[config.mk]
export PLATFORM = sky130hd
export DESIGN_NAME = pc_fetch_unit
export DESIGN_NICKNAME = d
export VERILOG_FILES = /design/src/rtl/pc_fetch_unit.sv
export SDC_FILE = /design/constraint.sdc
export NUM_CORES = 1
export LEC_CHECK = 0
export BUFFER_PORTS_ARGS = -buffer_cell sky130_fd_sc_hd__buf_2
export CORE_ASPECT_RATIO = 1.25
export CORE_MARGIN = 3
export CORE_UTILIZATION = 60
export CTS_CLUSTER_SIZE = 20
export DETAILED_ROUTE_END_ITERATION = 10
export PLACE_DENSITY = 0.86
export SLEW_MARGIN = 5
export SYNTH_ARGS = -nofsm -noshare
export SYNTH_HDL_FRONTEND = slang
export SYNTH_SLANG_ARGS = --single-unit
[constraint.sdc]
create_clock -name CLK -period 5.85 [get_ports CLK]
set_input_delay 0.2925 -clock CLK [delete_from_list [all_inputs] [get_ports CLK]]
set_output_delay 0.2925 -clock CLK [all_outputs]
set_load 0.005 [all_outputs]
[src/rtl/pc_fetch_unit.sv]
// Fetch-stage PC owner: IMEM request/ack handshake, IF/ID register, one-entry skid buffer, redirect drain.
// Optional FETCH_MISALIGN_CHECK_EN adds a sticky FetchFault on misaligned redirect targets.
module pc_fetch_unit #(
   parameter int                ADDR_W   = 64,
   parameter int                INSTR_W  = 32,
   parameter logic [ADDR_W-1:0] RESET_PC = {ADDR_W{1'b0}}
) (
   input  logic               CLK,
   input  logic               Reset_L,
   output logic               IMemReq,
   output logic [ADDR_W-1:0]  IMemAddr,
   input  logic               IMemAck,
   input  logic [INSTR_W-1:0] IMemData,
   input  logic               Stall,
   input  logic               Redirect,
   input  logic [ADDR_W-1:0]  RedirectPC,
   output logic [ADDR_W-1:0]  CurrentPC,
   output logic               IFIDValid,
   output logic [INSTR_W-1:0] IFIDInstr,
   output logic [ADDR_W-1:0]  IFIDPC
`ifdef FETCH_MISALIGN_CHECK_EN
   ,
   output logic               FetchFault
`endif
);

   typedef enum logic [1:0] {IDLE, FETCH, HOLD, DRAIN} state_e;

   state_e             state_q, state_d;
   logic [ADDR_W-1:0]  pc_q, pc_d;
   logic [ADDR_W-1:0]  target_q, target_d;
   logic               req_q, req_d;
   logic               ifid_valid_q, ifid_valid_d;
   logic [INSTR_W-1:0] ifid_instr_q, ifid_instr_d;
   logic [ADDR_W-1:0]  ifid_pc_q, ifid_pc_d;
   logic               skid_valid_q, skid_valid_d;
   logic [INSTR_W-1:0] skid_instr_q, skid_instr_d;
   logic [ADDR_W-1:0]  skid_pc_q, skid_pc_d;
   logic [ADDR_W-1:0]  pc_plus4;
   logic               slot_free;
   logic               misalign;
   logic               faulted;

   assign pc_plus4  = pc_q + ADDR_W'(4);
   assign slot_free = !ifid_valid_q || !Stall;

`ifdef FETCH_MISALIGN_CHECK_EN
   logic fault_q, fault_d;

   assign misalign   = Redirect && (RedirectPC[1:0] != 2'b00);
   assign faulted    = fault_q;
   assign fault_d    = fault_q || misalign;
   assign FetchFault = fault_q;

   always_ff @(posedge CLK or negedge Reset_L) begin
      if (!Reset_L) fault_q <= 1'b0;
      else          fault_q <= fault_d;
   end
`else
   assign misalign = 1'b0;
   assign faulted  = 1'b0;
`endif

   always_comb begin
      state_d      = state_q;
      pc_d         = pc_q;
      target_d     = target_q;
      ifid_valid_d = ifid_valid_q;
      ifid_instr_d = ifid_instr_q;
      ifid_pc_d    = ifid_pc_q;
      skid_valid_d = skid_valid_q;
      skid_instr_d = skid_instr_q;
      skid_pc_d    = skid_pc_q;

      // Decode drains IF/ID whenever it is not stalled; a redirect flushes everything.
      if (ifid_valid_q && !Stall) ifid_valid_d = 1'b0;
      if (Redirect) begin
         ifid_valid_d = 1'b0;
         skid_valid_d = 1'b0;
      end

      case (state_q)
         IDLE: begin
            if (!faulted) begin
               state_d = FETCH;
               if (Redirect) begin
                  pc_d = RedirectPC;
                  if (misalign) state_d = IDLE;
               end
            end
         end
         FETCH: begin
            if (Redirect) begin
               if (IMemAck) begin
                  pc_d    = RedirectPC;
                  state_d = misalign ? IDLE : FETCH;
               end else begin
                  target_d = RedirectPC;
                  state_d  = DRAIN;
               end
            end else if (IMemAck) begin
               pc_d = pc_plus4;
               if (slot_free) begin
                  ifid_valid_d = 1'b1;
                  ifid_instr_d = IMemData;
                  ifid_pc_d    = pc_q;
               end else begin
                  skid_valid_d = 1'b1;
                  skid_instr_d = IMemData;
                  skid_pc_d    = pc_q;
                  state_d      = HOLD;
               end
            end
         end
         HOLD: begin
            if (Redirect) begin
               pc_d    = RedirectPC;
               state_d = misalign ? IDLE : FETCH;
            end else if (!Stall) begin
               ifid_valid_d = skid_valid_q;
               ifid_instr_d = skid_instr_q;
               ifid_pc_d    = skid_pc_q;
               skid_valid_d = 1'b0;
               state_d      = FETCH;
            end
         end
         DRAIN: begin
            // The stale request must complete with a stable address before moving on.
            if (IMemAck) begin
               pc_d    = Redirect ? RedirectPC : target_q;
               state_d = (faulted || misalign) ? IDLE : FETCH;
            end else if (Redirect) begin
               target_d = RedirectPC;
            end
         end
         default: state_d = IDLE;
      endcase

      req_d = (state_d == FETCH) || (state_d == DRAIN);
   end

   always_ff @(posedge CLK or negedge Reset_L) begin
      if (!Reset_L) begin
         state_q      <= IDLE;
         pc_q         <= RESET_PC;
         target_q     <= RESET_PC;
         req_q        <= 1'b0;
         ifid_valid_q <= 1'b0;
         ifid_instr_q <= '0;
         ifid_pc_q    <= '0;
         skid_valid_q <= 1'b0;
         skid_instr_q <= '0;
         skid_pc_q    <= '0;
      end else begin
         state_q      <= state_d;
         pc_q         <= pc_d;
         target_q     <= target_d;
         req_q        <= req_d;
         ifid_valid_q <= ifid_valid_d;
         ifid_instr_q <= ifid_instr_d;
         ifid_pc_q    <= ifid_pc_d;
         skid_valid_q <= skid_valid_d;
         skid_instr_q <= skid_instr_d;
         skid_pc_q    <= skid_pc_d;
      end
   end

   assign IMemReq   = req_q;
   assign IMemAddr  = pc_q;
   assign CurrentPC = pc_q;
   assign IFIDValid = ifid_valid_q;
   assign IFIDInstr = ifid_instr_q;
   assign IFIDPC    = ifid_pc_q;

endmodule
==> metrics.txt, run 1 <==
syn avg cell area=9.75 µm²; die width=156 µm; hpwl dp=32.7 mm; vias in the first global route=14,276; largest net degree at the start of global routing=184; hold depth=2; vias per std cell=approximately 6.3; Setup Buffers After CTS=0; DR iter-0 viols=1,533; Clk pin slew, worst setup/hold paths=0.06 ns; top-area cell type share of the netlist area=0.480; core area=0.0277 mm²; crit-path max FO=50; initial antenna violation count=11; layout overhead on the synthesized area=14.6%; Initial Util=0.611; Tot GR Track Use=0.314; Post-synth ARST share=1.00; total gr overflow=0; PD cells=563 mW/mm²; Pint=6.53 mW; combinational cell fraction of total power=0.395; Ports=327; total power=10.9 mW; hold endpoint=skid_instr_q[16]$_DFFE_PN0P_; worst reg-to-reg path cell count=9; YS warnings=0; vias=14,588; RSZ-0062 raised after global routing=false; H-tree Lvls=2; die area=0.0303 mm²; max cap viols=0; Final Cycle Share=0.582; sw power=4.40 mW; Yosys cell types=63; Worst Hold Launch=IMemData[16]; Clock Latency Late Sink=around 0.53 ns; Die Y=194 µm; final hold violation count=0; Hold WC Path Type=input port to register; Fin Clk Skew=approximately 0.024 ns; post-synth top area cell=dfrtp_1; post-synthesis register bit count=325; Port Buffers=326; CP Launch Type=register; layout cell share with drive strength beyond 1=0.281; worst path arrival time=about 3.9 ns; most common cell in the netlist=dfrtp_1; GP Congestion=0.920; post-synthesis sequential area ratio=0.480; Setup Total Neg Slack=0 ns; DRC=0; clock sink count=325; switch share=0.403; fmax=~300 MHz; Worst VDD drop=0.000330 V; Setup-failing EPs final=0; relative slew slack=0.223; CP Capture Type=register; Nets=around 2,000; clk root buf=clkbuf_16; crit path kind=register to register; worst r2r src=state_q[0]$_DFF_PN0_; clock power share=0.198; reg2reg setup slack=between 2 and 2.5 ns; Static Leakage=~8.6 nW; DRT Pass-1 Iters=6; Rows=between 60 and 70; max-slew violation count=0; Least-Margin Pin Slew=about 1.2 ns; global-route wire length before repair=76.9 mm; Synth Net Count=1,845; routed len/inst=approximately 21 µm; sequential share of power=0.407; Post-Syn Area=0.0170 mm²; post_cts resized=0; ANT nets after route=0; Post-CTS Hold Buffers=2; Post-synth EDFFs=0; clock buffer depth=3; drt total wl=48.9 mm; worst slack, placed=roughly 2.6 ns; Min Clock Period, post-route=3.41 ns; Synth Instances=1,738; setup ws final=2.44 ns; Num CTS Buffers=34; Synth area leaders=dfrtp_1 48%, mux2_2 8.9%, mux2i_1 6.3%; Required @ worst endpoint=6.31 ns; TritonCTS clock tree=yes; status=complete, no violations; Reg-to-Reg End=CurrentPC[46]$_DFFE_PN0P_; synth cell count leaders=325 x dfrtp_1, 171 x a21oi_1, 162 x nor2_1; Most used DFF post-synth=dfrtp_1
## routing by layer
layer  vias up  global-route usage  share of wire  wire (µm)
li1       6551                   -              -          -
met1      7097               0.397           0.37      18200
met2       764               0.517           0.50      24300
met3       174              0.0536          0.079       3870
met4         2               0.162          0.052       2540
met5         -                   0        0.00027         13
## cell usage in the layout (no fill, tap or decap), types with 5 or more instances in the layout
cell type / instances
buf_2: 324
dfrtp_1: 325
clkbuf_8: 6
and3_1: 12
inv_1: 50
nand4_1: 21
a221oi_1: 31
clkbuf_1: 5
o211ai_1: 7
nor4_1: 12
a22oi_1: 16
o21ai_0: 126
nand2_1: 146
nor2_1: 161
a22o_1: 12
a211oi_1: 16
xnor2_1: 7
a21oi_1: 171
clkbuf_16: 34
or4_1: 6
a221o_1: 14
mux2i_1: 106
and4_1: 10
or3_1: 6
a31oi_1: 10
mux2_2: 134
o2bb2ai_1: 8
o31ai_1: 11
buf_4: 15
nor3_1: 26
nand3_1: 23
diode_2: 10
## critical path: stages (launching register included)
cell and delay [ns]:
dfrtp_1 0.50, inv_1 0.14, buf_4 0.35, ha_1 0.31, or2_2 0.33, a2bb2oi_2 0.52
buf_4 0.45, a41oi_1 0.18, a2111oi_0 0.41, a211o_1 0.15
## through the flow
step / cells / util / hold WS (ns) / area [µm²]
after floorplan: 1738 / - / -0.00309 / 17000
after CTS: 2291 / 0.700 / 0.00170 / 19400
after global routing: 2301 / 0.701 / 0.00781 / 19400
after global placement: 2234 / 0.659 / 0.263 / 18300
final: 2301 / 0.701 / 0.0103 / 19400
after detailed placement: 2234 / 0.659 / 0.264 / 18300
## kinds of logic after synthesis
group / share of synthesized area
xor+xnor: 0.00568
buf+inv: 0.0700
flops: 0.480
simple gates: 0.122
compound gates: 0.166
fa+ha+maj: 0.00443
mux: 0.152
## power groups by stage
stage	logic [mW]	clock network (mW)	registers (mW)
floorplan	3.09	0	4.00
global placement	4.10	0	4.35
detailed placement	4.27	0	4.43
CTS	4.31	2.19	4.40
global route	4.80	2.28	4.56
finish	4.32	2.17	4.45
## state kept, by name, indices dropped and copies added (netlist names)
| name | flops |
|---|---|
| IFIDPC | 64 |
| skid_valid_q | 1 |
| IMemReq | 1 |
| state_q | 2 |
| CurrentPC | 64 |
| IFIDValid | 1 |
| IFIDInstr | 32 |
| target_q | 64 |
| skid_pc_q | 64 |
| skid_instr_q | 32 |
## worst max-delay path by stage
stage                     slack (ns)  cells after the start                  from                        end
after floorplan                 2.58                     10  state_q[0]$_DFF_PN0_   IFIDInstr[0]$_DFFE_PN0P_
after global placement          2.67                      7  state_q[1]$_DFF_PN0_  CurrentPC[50]$_DFFE_PN0P_
after detailed placement        2.56                      9  state_q[0]$_DFF_PN0_  IFIDInstr[13]$_DFFE_PN0P_
after CTS                       2.52                      9  state_q[0]$_DFF_PN0_  IFIDInstr[21]$_DFFE_PN0P_
after global routing            2.21                      9  state_q[0]$_DFF_PN0_  IFIDInstr[23]$_DFFE_PN0P_
final                           2.44                      9  state_q[0]$_DFF_PN0_  CurrentPC[46]$_DFFE_PN0P_
## final cells by class
class | instances | area (µm²)
Clock inverter | 10 | 144
Tap cell | 350 | 438
Timing Repair Buffer | 346 | 1850
Fill cell | 2094 | 8310
Clock buffer | 45 | 952
Sequential cell | 325 | 8130
Multi-Input combinational cell | 1164 | 7700
Antenna cell | 10 | 25.0
Inverter | 51 | 191
Power figures use the tool's default switching activity.
==> run 2, diff against run 1 <==
Settings changed: CORE_UTILIZATION 60 to 56, PLACE_DENSITY 0.86 to 0.81.
Clock period 5.85 ns to 3.55 ns, I/O delays scaled along.
==> run 2 against run 1 <==
Compared with the run above: critical endpoint is now CurrentPC[63]$_DFFE_PN0P_; sequential share of layout area fell by 2.5 points; die area rose by 6.9%; clock power is 69% higher; clock skew fell by 0.012 ns; cell count rose by 6.8%; non-clock buffer count is 109 higher; worst hold slack better by 0.13 ns; maximum frequency grew 19%.
==> metrics.txt, run 2 (same netlist as run 1, synthesis figures left out) <==
status=complete, no violations; Setup-failing EPs final=0; total gr overflow=0; routed len/inst=21.6 µm; Die Y=201 µm; most common cell after layout, fill and taps aside=dfrtp_1; Static Leakage=slightly above 9 nW; layout cell share with drive strength beyond 1=0.275; relative slew slack=0.303; worst path cell trace=nand3_2 -> or4_1 -> nor4b_4 -> nand3_1 -> a21o_1 -> a22o_1; clk root buf=clkbuf_16; H-tree Lvls=2; DRT Pass-1 Iters=6; ANT nets after route=0; worst reg-to-reg path cell count=6; Min Clock Period, post-route=~2.9 ns; layout overhead on the synthesized area=21.8%; CP startpoint=CurrentPC[8]$_DFFE_PN0P_; DR iter-0 viols=about 1,400; slowest stage delay, CP=0.71 ns; CP Launch Type=register; Port Buffers=326; Num CTS Buffers=34; Required @ worst endpoint=between 3 and 4 ns; worst r2r src=CurrentPC[8]$_DFFE_PN0P_; crit-path max FO=9; drt total wl=53.1 mm; global-route wire length before repair=83.1 mm; GP Congestion=0.952; crit path kind=register to register; Clock Latency Late Sink=0.53 ns; core area=0.0295 mm²; Worst VDD drop=0.000624 V; max-slew violation count=0; Initial Util=0.574; fin util=0.699; fmax=approximately 350 MHz; commonest non-fill, non-tap cells in the layout=325 x dfrtp_1, 324 x buf_2, 171 x a21oi_1; clock sink count=325; DRC=0; Reg-to-Reg End=CurrentPC[63]$_DFFE_PN0P_; Nets=2,138; initial antenna violation count=6; clock buffer depth=3; Rows=70; vias=15,175; vias in the first global route=approximately 15,000; post_cts resized=0; worst path arrival time=approximately 3.3 ns; final hold violation count=0; Fin Clk Skew=between 0.01 and 0.015 ns; die area=0.0324 mm²; TritonCTS clock tree=yes; hpwl dp=between 30 and 40 mm; vias per std cell=6.18; worst slack, placed=0.747 ns; die width=162 µm; Setup Total Neg Slack=0 ns; Least-Margin Pin Slew=1.05 ns; PD cells=895 mW/mm²; largest net degree at the start of global routing=193; Hold WC Path Type=input port to register; max cap viols=0; Tot GR Track Use=0.319; slowest CP cell=or4_1; Final Cycle Share=0.804; worst setup path endpoint=CurrentPC[63]$_DFFE_PN0P_; setup ws final=~0.7 ns; reg2reg setup slack=0.69 ns; CP Capture Type=register; Clk pin slew, worst setup/hold paths=0.06 ns; RSZ-0062 raised after global routing=false; Ports=327
==> run 2: cell types whose count changed in the layout (fill, tap and decap cells not counted), sizes merged <==
cell	before	now
dlygate4sd3	2	97
buf	344	358
diode	10	6
clkbuf	45	48
clkinv	6	9
bufinv	3	2
clkinvlp	0	1
inv	52	51
==> run 2: critical path, delay by kind of cell (launching register included) <==
kind             cells  cell delay (ns)
AND/OR/NAND/NOR      4             1.79
flip-flops           1             0.55
AO/OA/AOI/OAI        2             0.40
==> run 2: final cells by class <==
type,instances,area [µm²]
flip-flops and latches,325,8130
well taps,396,495
clock inverters,12,116
fillers,2211,8870
diodes,6,15.0
repair buffers,455,2970
multi-input cells,1164,7700
inverters,51,191
clock buffers,48,1020
==> run 2: per-layer routing <==
metal / share of wire / global-route usage / up-vias
li1: - / - / 6768
met1: 0.37 / 0.386 / 7478
met2: 0.50 / 0.541 / 758
met3: 0.073 / 0.0520 / 171
met4: 0.059 / 0.182 / 0
met5: 0 / 0 / -
==> run 2: how the worst min path moves through the flow <==
| stage | cells past startpoint | slack (ns) | to | start |
|---|---|---|---|---|
| after global placement | 1 | 0.25 | IFIDInstr[29]$_DFFE_PN0P_ | Reset_L |
| after global routing | 2 | 0.19 | IFIDValid$_DFF_PN0_ | Redirect |
| after detailed placement | 1 | 0.25 | IFIDInstr[26]$_DFFE_PN0P_ | Reset_L |
| after floorplan | 0 | -0.12 | CurrentPC[0]$_DFFE_PN0P_ | Reset_L |
| final | 2 | 0.15 | IFIDValid$_DFF_PN0_ | Redirect |
| after CTS | 2 | 0.11 | IFIDValid$_DFF_PN0_ | Redirect |
==> run 2: repair_timing <==
item	in CTS	in global routing
endpoints found under the setup margin	0	0
setup buffers	0	0
hold buffers	97	0
endpoints found under the hold margin	219	0
==> run 2: through the flow <==
stage,cells,hold slack [ns],total power [mW],area (µm²)
after global placement,2294,0.245,14.2,18500
after CTS,2451,0.107,18.4,20600
after global routing,2457,0.195,19.6,20600
after detailed placement,2294,0.250,14.6,18500
final,2457,0.145,18.5,20600
after floorplan,1738,-0.118,11.7,17000
==> run 2: where the power goes <==
group          switching (mW)  internal (mW)
logic                    4.25           3.38
clock network            1.50           2.16
registers                1.76           5.43
total                    7.51           11.0
==> run 3, diff against run 2 <==
Settings changed: CORE_UTILIZATION 56 to 51, PLACE_DENSITY 0.81 to 0.77.
Clock period 3.55 ns to 2.3 ns, I/O delays scaled along.
==> run 3 against run 2 <==
Compared with the run above: global-route usage decreased by 1.8 points; non-clock buffer count increased by 118; via count increased by 2.1%; combinational power increased by 87%.
==> metrics.txt, run 3 (same netlist as run 1, synthesis figures left out) <==
Nets=2,257; fmax=444 MHz; Tot GR Track Use=0.302; CP Launch Type=register; PD cells=1380 mW/mm²; hold endpoint=CurrentPC[48]$_DFFE_PN0P_; drt total wl=55.6 mm; reg2reg setup slack=0.05 ns; CP Capture Type=register; Fin Clk Skew=0.0110 ns; final hold violation count=0; Port Buffers=326; relative slew slack=0.573; Rows=between 70 and 80; vias=15,501; Initial Util=0.517; DRC=0; initial antenna violation count=1; worst r2r src=CurrentPC[15]$_DFFE_PN0P_; Worst Hold Launch=Redirect; RSZ-0062 raised after global routing=true; Worst VDD drop=0.000809 V; Clock Latency Late Sink=between 0.5 and 0.6 ns; hold depth=3; DRT Pass-1 Iters=6; core area=0.0328 mm²; Setup-failing EPs final=0; worst reg-to-reg path cell count=6; Reg-to-Reg End=CurrentPC[28]$_DFFE_PN0P_; global-route wire length before repair=approximately 85 mm; H-tree Lvls=2; # diodes=0; total gr overflow=0; Num CTS Buffers=35; Ports=roughly 330; hpwl dp=37.0 mm; most common cell after layout, fill and taps aside=buf_2; ANT nets after route=0; placed cell count=~2,400; crit-path max FO=3; max cap viols=0; max-slew violation count=0; Final Cycle Share=0.980; Hold WC Path Type=input port to register; clock power share=0.184; status=complete, no violations; Die Y=210 µm; crit path kind=register to register; Least-Margin Pin Slew=0.641 ns; total power=30.1 mW; clk root buf=clkbuf_16; die width=169 µm; vias per std cell=5.98; clock sink count=325; TritonCTS clock tree=yes; setup ws final=approximately 0.045 ns; layout overhead on the synthesized area=28.8%; worst slack, placed=0.00993 ns; routed len/inst=about 21 µm; sequential share of power=0.339; DR iter-0 viols=1,553; GP Congestion=between 0.9 and 1; layout cell share with drive strength beyond 1=0.321; Min Clock Period, post-route=2.25 ns; Static Leakage=~9.7 nW; Required @ worst endpoint=approximately 2.8 ns; Clk pin slew, worst setup/hold paths=0.06 ns; switch share=0.404; Non-Filler Instances=2,591; combinational cell fraction of total power=0.477; Pint=about 18 mW; sw power=between 10 and 15 mW; commonest non-fill, non-tap cells in the layout=324 x buf_2, 320 x dfrtp_1, 171 x a21oi_1; die area=0.0355 mm²; worst path arrival time=roughly 2.7 ns; clock buffer depth=3; vias in the first global route=between 15,000 and 20,000; largest net degree at the start of global routing=89
==> run 3: cell types whose count changed in the layout (fill, tap and decap cells not counted), moves of 4 or more <==
cell,previous run,this run
diode_2,6,0
dfrtp_1,325,320
dfrtp_2,0,5
clkbuf_1,3,11
buf_4,24,124
clkinv_2,8,3
buf_12,9,21
clkbuf_8,10,5
buf_6,0,4
==> run 3: final cells by class <==
class / instances / area (µm²)
multi-input combinational: 1164 / 7820
sequential: 325 / 8140
timing repair buffer: 573 / 4050
inverter: 51 / 191
clock inverter: 8 / 86.3
tap: 418 / 523
fill: 2573 / 11000
clock buffer: 52 / 1010
==> run 3: power groups by stage <==
stage	clock [mW]	combinational [mW]	sequential [mW]
floorplan	0	8.18	10.2
global placement	0	13.4	10.0
detailed placement	0	13.7	10.2
CTS	5.60	14.0	10.1
global route	5.83	15.6	10.5
finish	5.52	14.3	10.2
==> run 3: worst max-delay path: stages, from the launching register on <==
cell and delay (ns):
dfrtp_1 0.35, nand2_1 0.12, or4_4 0.58, or3_4 0.36, or4_4 0.48, a211oi_2 0.18, a211o_1 0.12
==> run 3: per-stage QoR <==
| step | hold WS, ns | area, µm² | TNS (ns) | util |
|---|---|---|---|---|
| after global placement | 0.116 | 19600 | 0 | 0.597 |
| final | 0.0419 | 21800 | 0 | 0.666 |
| after floorplan | -0.181 | 17200 | -0.152 | - |
| after global routing | 0.0417 | 21800 | -0.00474 | 0.666 |
| after CTS | 0.0224 | 21700 | 0 | 0.661 |
| after detailed placement | 0.128 | 19600 | 0 | 0.597 |
==> run 3: worst max path at each step <==
stage | startpoint | to | depth (start not counted)
2_1_floorplan | CurrentPC[7]$_DFFE_PN0P_ | CurrentPC[28]$_DFFE_PN0P_ | 8
3_3_place_gp | CurrentPC[28]$_DFFE_PN0P_ | CurrentPC[57]$_DFFE_PN0P_ | 9
3_5_place_dp | CurrentPC[28]$_DFFE_PN0P_ | CurrentPC[57]$_DFFE_PN0P_ | 9
4_1_cts | CurrentPC[28]$_DFFE_PN0P_ | CurrentPC[49]$_DFFE_PN0P_ | 8
5_1_grt | CurrentPC[11]$_DFFE_PN0P_ | CurrentPC[28]$_DFFE_PN0P_ | 6
6_report | CurrentPC[15]$_DFFE_PN0P_ | CurrentPC[28]$_DFFE_PN0P_ | 6
==> run 3: what timing repair did <==
item                       4_1_cts  5_1_grt
buffers inserted                 0        7
hold buffers                    97        0
resized for setup                0       20
setup endpoints to repair        0       81
hold endpoints to repair       206        0
==> run 3: metal layers <==
layer / global-route usage / routed length, µm / up-vias
li1: - / - / 7020
met1: 0.405 / 22700 / 7565
met2: 0.498 / 26800 / 764
met3: 0.0503 / 4240 / 150
met4: 0.107 / 1880 / 2
met5: 0 / 12 / -
